==> src/rtl/uart_tx.sv <==
// 8N1 UART transmitter: latches a byte on send and shifts it out LSB-first.
// tx and tx_done are bits of the state encoding, so both are registered outputs.
module uart_tx #(
    parameter int CLK_FREQ  = 50_000_000,
    parameter int BAUD_RATE = 115_200
) (
    input  logic       clk,
    input  logic       rst,
    input  logic       send,
    input  logic [7:0] data,
    output logic       tx,
    output logic       tx_done
);

    localparam int CYCLES_PER_BIT = CLK_FREQ / BAUD_RATE;
    localparam int CNT_W = (CYCLES_PER_BIT > 1) ? $clog2(CYCLES_PER_BIT) : 1;
    localparam logic [CNT_W-1:0] CNT_LAST = CNT_W'(CYCLES_PER_BIT - 1);

    // Encoding is {one-hot[4:0], tx, tx_done}.
    typedef enum logic [6:0] {
        IDLE  = 7'b00001_11,
        START = 7'b00010_00,
        TX_0  = 7'b00100_00,
        TX_1  = 7'b01000_10,
        STOP  = 7'b10000_10
    } state_t;

    state_t           state;
    state_t           state_next;
    logic [CNT_W-1:0] cnt;
    logic [CNT_W-1:0] cnt_next;
    logic [2:0]       bit_idx;
    logic [2:0]       bit_idx_next;
    logic [7:0]       shift_reg;
    logic [7:0]       shift_next;
    logic             bit_end;

    assign bit_end = (cnt == CNT_LAST);
    assign tx      = state[1];
    assign tx_done = state[0];

    always_ff @(posedge clk) begin
        if (!rst) begin
            state     <= IDLE;
            cnt       <= '0;
            bit_idx   <= '0;
            shift_reg <= '0;
        end else begin
            state     <= state_next;
            cnt       <= cnt_next;
            bit_idx   <= bit_idx_next;
            shift_reg <= shift_next;
        end
    end

    always_comb begin
        state_next   = state;
        cnt_next     = cnt;
        bit_idx_next = bit_idx;
        shift_next   = shift_reg;
        case (state)
            IDLE: begin
                if (send) begin
                    state_next   = START;
                    shift_next   = data;
                    cnt_next     = '0;
                    bit_idx_next = '0;
                end
            end
            START: begin
                if (bit_end) begin
                    cnt_next   = '0;
                    state_next = shift_reg[0] ? TX_1 : TX_0;
                end else begin
                    cnt_next = cnt + 1'b1;
                end
            end
            TX_0, TX_1: begin
                if (bit_end) begin
                    cnt_next     = '0;
                    bit_idx_next = bit_idx + 3'd1;
                    if (bit_idx == 3'd7) begin
                        state_next = STOP;
                    end else begin
                        // shift_reg[0] is the bit on the line; [1] is the next one.
                        shift_next = shift_reg >> 1;
                        state_next = shift_reg[1] ? TX_1 : TX_0;
                    end
                end else begin
                    cnt_next = cnt + 1'b1;
                end
            end
            STOP: begin
                if (bit_end) begin
                    cnt_next   = '0;
                    state_next = IDLE;
                end else begin
                    cnt_next = cnt + 1'b1;
                end
            end
            default: begin
                state_next   = IDLE;
                cnt_next     = '0;
                bit_idx_next = '0;
                shift_next   = '0;
            end
        endcase
    end

endmodule

==> config.mk <==
export PLATFORM = sky130hd
export DESIGN_NAME = uart_tx
export DESIGN_NICKNAME = d
export VERILOG_FILES = /design/src/rtl/uart_tx.sv
export SDC_FILE = /design/constraint.sdc
export NUM_CORES = 1
export LEC_CHECK = 0
export ABC_AREA = 1
export CELL_PAD_IN_SITES_DETAIL_PLACEMENT = 2
export CELL_PAD_IN_SITES_GLOBAL_PLACEMENT = 2
export CORE_MARGIN = 1
export CORE_UTILIZATION = 29
export DETAILED_ROUTE_END_ITERATION = 8
export PLACE_DENSITY_LB_ADDON = 0.3
export SETUP_SLACK_MARGIN = 0.02
export SKIP_LAST_GASP = 1
export SYNTH_ARGS = -nofsm -noshare
export SYNTH_HDL_FRONTEND = slang
export SYNTH_SLANG_ARGS = --single-unit
==> constraint.sdc <==
create_clock -name clk -period 1.5 [get_ports clk]
set_clock_uncertainty 0.2 [all_clocks]
set_input_delay 0.225 -clock clk [delete_from_list [all_inputs] [get_ports clk]]
set_output_delay 0.225 -clock clk [all_outputs]
set_load 0.05 [all_outputs]
# Word level (Yosys, flattened, before mapping)
# Index checks and enable logic that the tools add are counted.
[op_classes]
add_sub_neg = 2
multipliers = 0
div = 0
n_lt_le_gt_ge = 0
n_eq_ne = 12
shift = 0
n_mux = 18
n_bitwise = 1
n_reduce_logical = 6
[op_table]
columns = ["cell", "count"]
rows = [
  ["$mux 7", 5],
  ["$pmux 7 s4", 1],
  ["$mux 8", 3],
  ["$pmux 8 s3", 1],
  ["$mux 9", 2],
  ["$pmux 9 s2", 1],
  ["$mux 6", 2],
  ["$ne 2x2->1 const B", 5],
  ["$add 9x1->9 const B", 1],
  ["$eq 9x9->1 const B", 1],
  ["$pmux 3 s3", 1],
  ["$reduce_and 4->1", 2],
  ["$eq 7x3->1 const B", 1],
  ["$eq 7x4->1 const B", 1],
  ["$eq 7x5->1 const B", 1],
  ["$eq 7x6->1 const B", 1],
  ["$eq 7x7->1 const B", 1],
  ["$mux 3", 2],
  ["$reduce_or 2->1", 2],
  ["$reduce_or 4->1", 1],
  ["$add 3x1->3 const B", 1],
  ["$eq 3x3->1 const B", 1],
  ["$reduce_and 3->1", 1],
  ["$not 1->1", 1],
]
[word_totals]
register_bits = 27
latch_bits = 0
ram_bits = 0
rom_bits = 0
input_bits = 11
out_inout_bits = 2
wordCells = 43
mem_count = 0

# Longest topological paths before layout
[depth]
word_depth = 4
depth_mapped = 10
ltp_nobuf = 10

# Least setup slack after synthesis
# No wires, ideal clock.
[synth_path]
path_type = "register -> register"
start = "register state[2]"
end = "register shift_reg[2]"
setup_time_ns = 0.114
t_arrival_ns = 1.546
required_ns = 1.186
setup_slack_ns = -0.360
path_stages_with_launch = 10
path_buffers = 0
period_less_slack_ns = 1.860
cell_sequence = "dfxtp_1 -> inv_1 -> nor2_2 -> nand2_1 -> nor2_2 -> nand2_2 -> nand2_2 -> nor2_4 -> nor2_1 -> nor2_2"
[synth_between]
elab_chain_len = 4
elab_cells_between_ends = 13
cone_classes = "eq/ne (8); mux (1); bitwise (1); reduce/logical (3)"
[synth_lines]
columns = ["element", "line", "text"]
rows = [
  ["start: declaration", "28", "state_t state;"],
  ["start signal: assignment", "49", "state <= state_next;"],
  ["$eq 7x5->1 (tied with other cells)", "61", "case (state)"],
  ["$reduce_or 2->1 (on tied branches)", "n/a", ""],
  ["$ne 2x2->1 (no source line) or $not 1->1 (tied branches)", "n/a", ""],
  ["$reduce_and 4->1 (no source line)", "n/a", ""],
  ["end signal: assignment", "52", "shift_reg <= shift_next;"],
  ["end: declaration", "34", "logic [7:0] shift_reg;"],
]
# Several ways; a longest one is shown, not always the timed one.
# A chain may end at the register's enable or synchronous reset.

# Worst setup path in the final report
[layout_path]
start = "register cnt[1]"
end = "register shift_reg[1]"
[layout_between]
elab_chain_len = 3
[layout_lines]
columns = ["element", "line", "text"]
rows = [
  ["start: declaration", "30", "logic [CNT_W-1:0] cnt;"],
  ["start signal: assignment", "50", "cnt <= cnt_next;"],
  ["$eq 9x9->1", "38", "assign bit_end = (cnt == CNT_LAST);"],
  ["$ne 2x2->1 (no source line)", "n/a", ""],
  ["$reduce_and 4->1 (no source line)", "n/a", ""],
]
# No other way between the ends.

==> impl_metrics.toml <==
[floorplan]
initial_core_util_pct = 30.0
dieArea_mm2 = 0.00596
die_w_um = 77.2
fp.coreArea_mm2 = 0.00547
ios = 13
rows = 27
die_y_um = 77.2

[grt]
use_met1_pct = 21.6
grt_pass1_wl_um = 9270
top_usage_layer = "met2"
use_met3_pct = 3.33
antenna_found_initial = 0
grt_usage_pct = 19.6
grt_overflow = 0
grt_max_degree = 22
use_met2_pct = 38.0
grt_pass1_vias = 1933

[drt]
postRouteAntennaNets = 0
viasPerCell = 4.79
num_vias = 1739
wirelength_um = 5600
drtIter0Drc = 53
drc_errors = 0
avgRoutedWirePerCell_um = 15.4
firstDrtPassIters = 4

[pwr]
p_per_area_mw_per_mm2 = 1470
ir_worst_vdd_mv = 0.690
p_leak_nw = 1.11

[final_layout]
layout-drive-gt1-share_pct = 43.6
final_cell_mix = "nand2_1 (36), buf_4 (34), nor2_1 (32)"
fin_util_pct = 45.2
largest_reg_flops = 9
fin_nets = 307
n_fill_cell = 627
diodes = 0
fin_area_mm2 = 0.00247
layout_commonest_cell = "nand2_1"
syn_to_final_growth_pct = 50.6
instances_no_fill = 363

[synth]
avgSynthCellArea_um2 = 6.98
ys.flop_type = "dfxtp_1"
yosys.cell_types.count = 31
syn-cell-area_mm2 = 0.00164
syn_inst = 235
synth_area_leader_cell = "dfxtp_1"
ys_seq_area_share_pct = 31.7
synth_nets = 250
synth.area.top_cells = "dfxtp_1 (32%), nand2_1 (9.4%), nor2_1 (8.5%), nand3_1 (7.0%), inv_1 (5.7%)"
synth_edf_count = 0
yosysWarnings = 0
postSynth.asyncResetShare_pct = 0
ys_ff_latch = 26
synth_top_area_share_pct = 31.7

[critical_path]
crit_buf_inv = 3
crit_chain = "inv_2 > ha_4 > inv_2 > nor3_2 > nand3_2 > a21oi_4 > buf_12 > nand3_1 > nand2_1 > nor2_2"
critPathKind = "register to register"
required_ps = 1470
max_stage_delay_ps = 330
path_max_fanout = 10
cp_top_family = "simple AND/OR/NAND/NOR gates"
cp-start-kind = "register"
critPathArrivalTime_ps = 1720
critPathSlowestCell = "dfxtp_2"
crit_top_cell = "inv_2"
end_kind = "register"

[sta]
setup_slack_ps = -245
rsz0062_at_grt = "yes"
setup_viol = 25
finalCriticalPeriod_ps = 1750
fmaxAchievable_mhz = 573
worstMarginPinSlew_ps = 236
maxSlewHeadroom_pct = 84.2
hold_viol = 0
period_share_pct = 116
finalMaxSlewViolations = 0

[clocking]
cts_tree = "yes"
clk_latency_ps = 270
holdBufCountCts = 0
cts_num_sinks = 26
clockRootBuffer = "clkbuf_8"
cts_max_level = 1
clk_pin_slew_ps = 90
numCtsBuffers = 3
clock_path_buffers = 2

[run_status]
outcome = "finished with violations"
violations = "negative setup slack"

[place]
place_area_mm2 = 0.00220
io_buffers = 12
dp_hpwl_um = 3880
gp_congestion = 0.828
place_inst = 350
place_ws_ps = -336

[job]
cap_violations = 0

[hold_path]
hold_path_class = "register to register"
==> layer usage <==
layer,vias to the layer above,wire [um],part of all wire (%)
met4,0,99,1.8
met1,845,2400,43
met5,-,0,0
met2,18,3000,54
met3,10,100,1.8
li1,866,-,-
==> timing repair <==
action	CTS	global route
buffers inserted	4	4
setup endpoints to repair	26	26
resized for setup	17	19
gates cloned	0	1
pin swaps	8	10
==> synthesized netlist by cell type, types with 2 or more instances <==
master,number
nand2_1,41
nor2_1,37
dfxtp_1,26
inv_1,25
nand3_1,23
a21oi_1,12
nor2_2,12
nand2_2,7
nand4_1,6
nand3_2,5
a21oi_2,4
ha_1,4
inv_2,4
o21ai_0,4
nand2_4,3
nor2_4,3
buf_6,2
nor3_1,2
o21ai_1,2
or2_2,2
==> logic make-up (layout without fill, tap and decap cells) <==
logic type / after synthesis / in the layout / share of synthesized area [%]
compound gates: 26 / 26 / 9.92
xor+xnor: 1 / 1 / 0.534
fa+ha+maj: 4 / 4 / 3.05
buf+inv: 33 / 89 / 8.70
flops: 26 / 26 / 31.7
simple gates: 145 / 145 / 46.1
==> worst paths after layout <==
kind / start / endpoint / slack [ps] / cells after the start
min: bit_idx[1] / bit_idx[1] / 290 / 2
min reg2reg: bit_idx[1] / bit_idx[1] / 290 / 2
max: cnt[1] / shift_reg[1] / -250 / 10
max reg2reg: cnt[1] / shift_reg[1] / -250 / 10
==> area by class of cell <==
cell class | instances | area (um2) | area share, %
well taps | 72 | 90.1 | 3.65
repair buffers | 56 | 552 | 22.3
clock buffers | 4 | 55.1 | 2.23
multi-input cells | 176 | 1120 | 45.3
flip-flops and latches | 26 | 547 | 22.1
inverters | 29 | 109 | 4.41
==> worst min-delay path: cells and delay by family, from the launching register on <==
| family | cells | cell delay [ps] |
|---|---|---|
| AOI/OAI and AO/OA | 1 | 60 |
| DFF | 1 | 330 |
| and+or+nand+nor | 1 | 60 |
==> power by group <==
part           total, W  leakage, nW  internal (W)  switching [W]
Combinational   0.00219        0.868      0.000992        0.00120
Clock          0.000463       0.0288      0.000235       0.000228
Sequential     0.000992        0.217      0.000851       0.000140
==> stage by stage <==
step,power [W],setup TNS [ps],hold WS [ps]
after floorplan,0.00210,-523,180
after global placement,0.00279,-5350,261
after detailed placement,0.00285,-6030,270
after CTS,0.00346,-4810,302
after global routing,0.00391,-6540,343
final,0.00364,-4660,291
No activity file was read; power rests on OpenSTA's default activity.
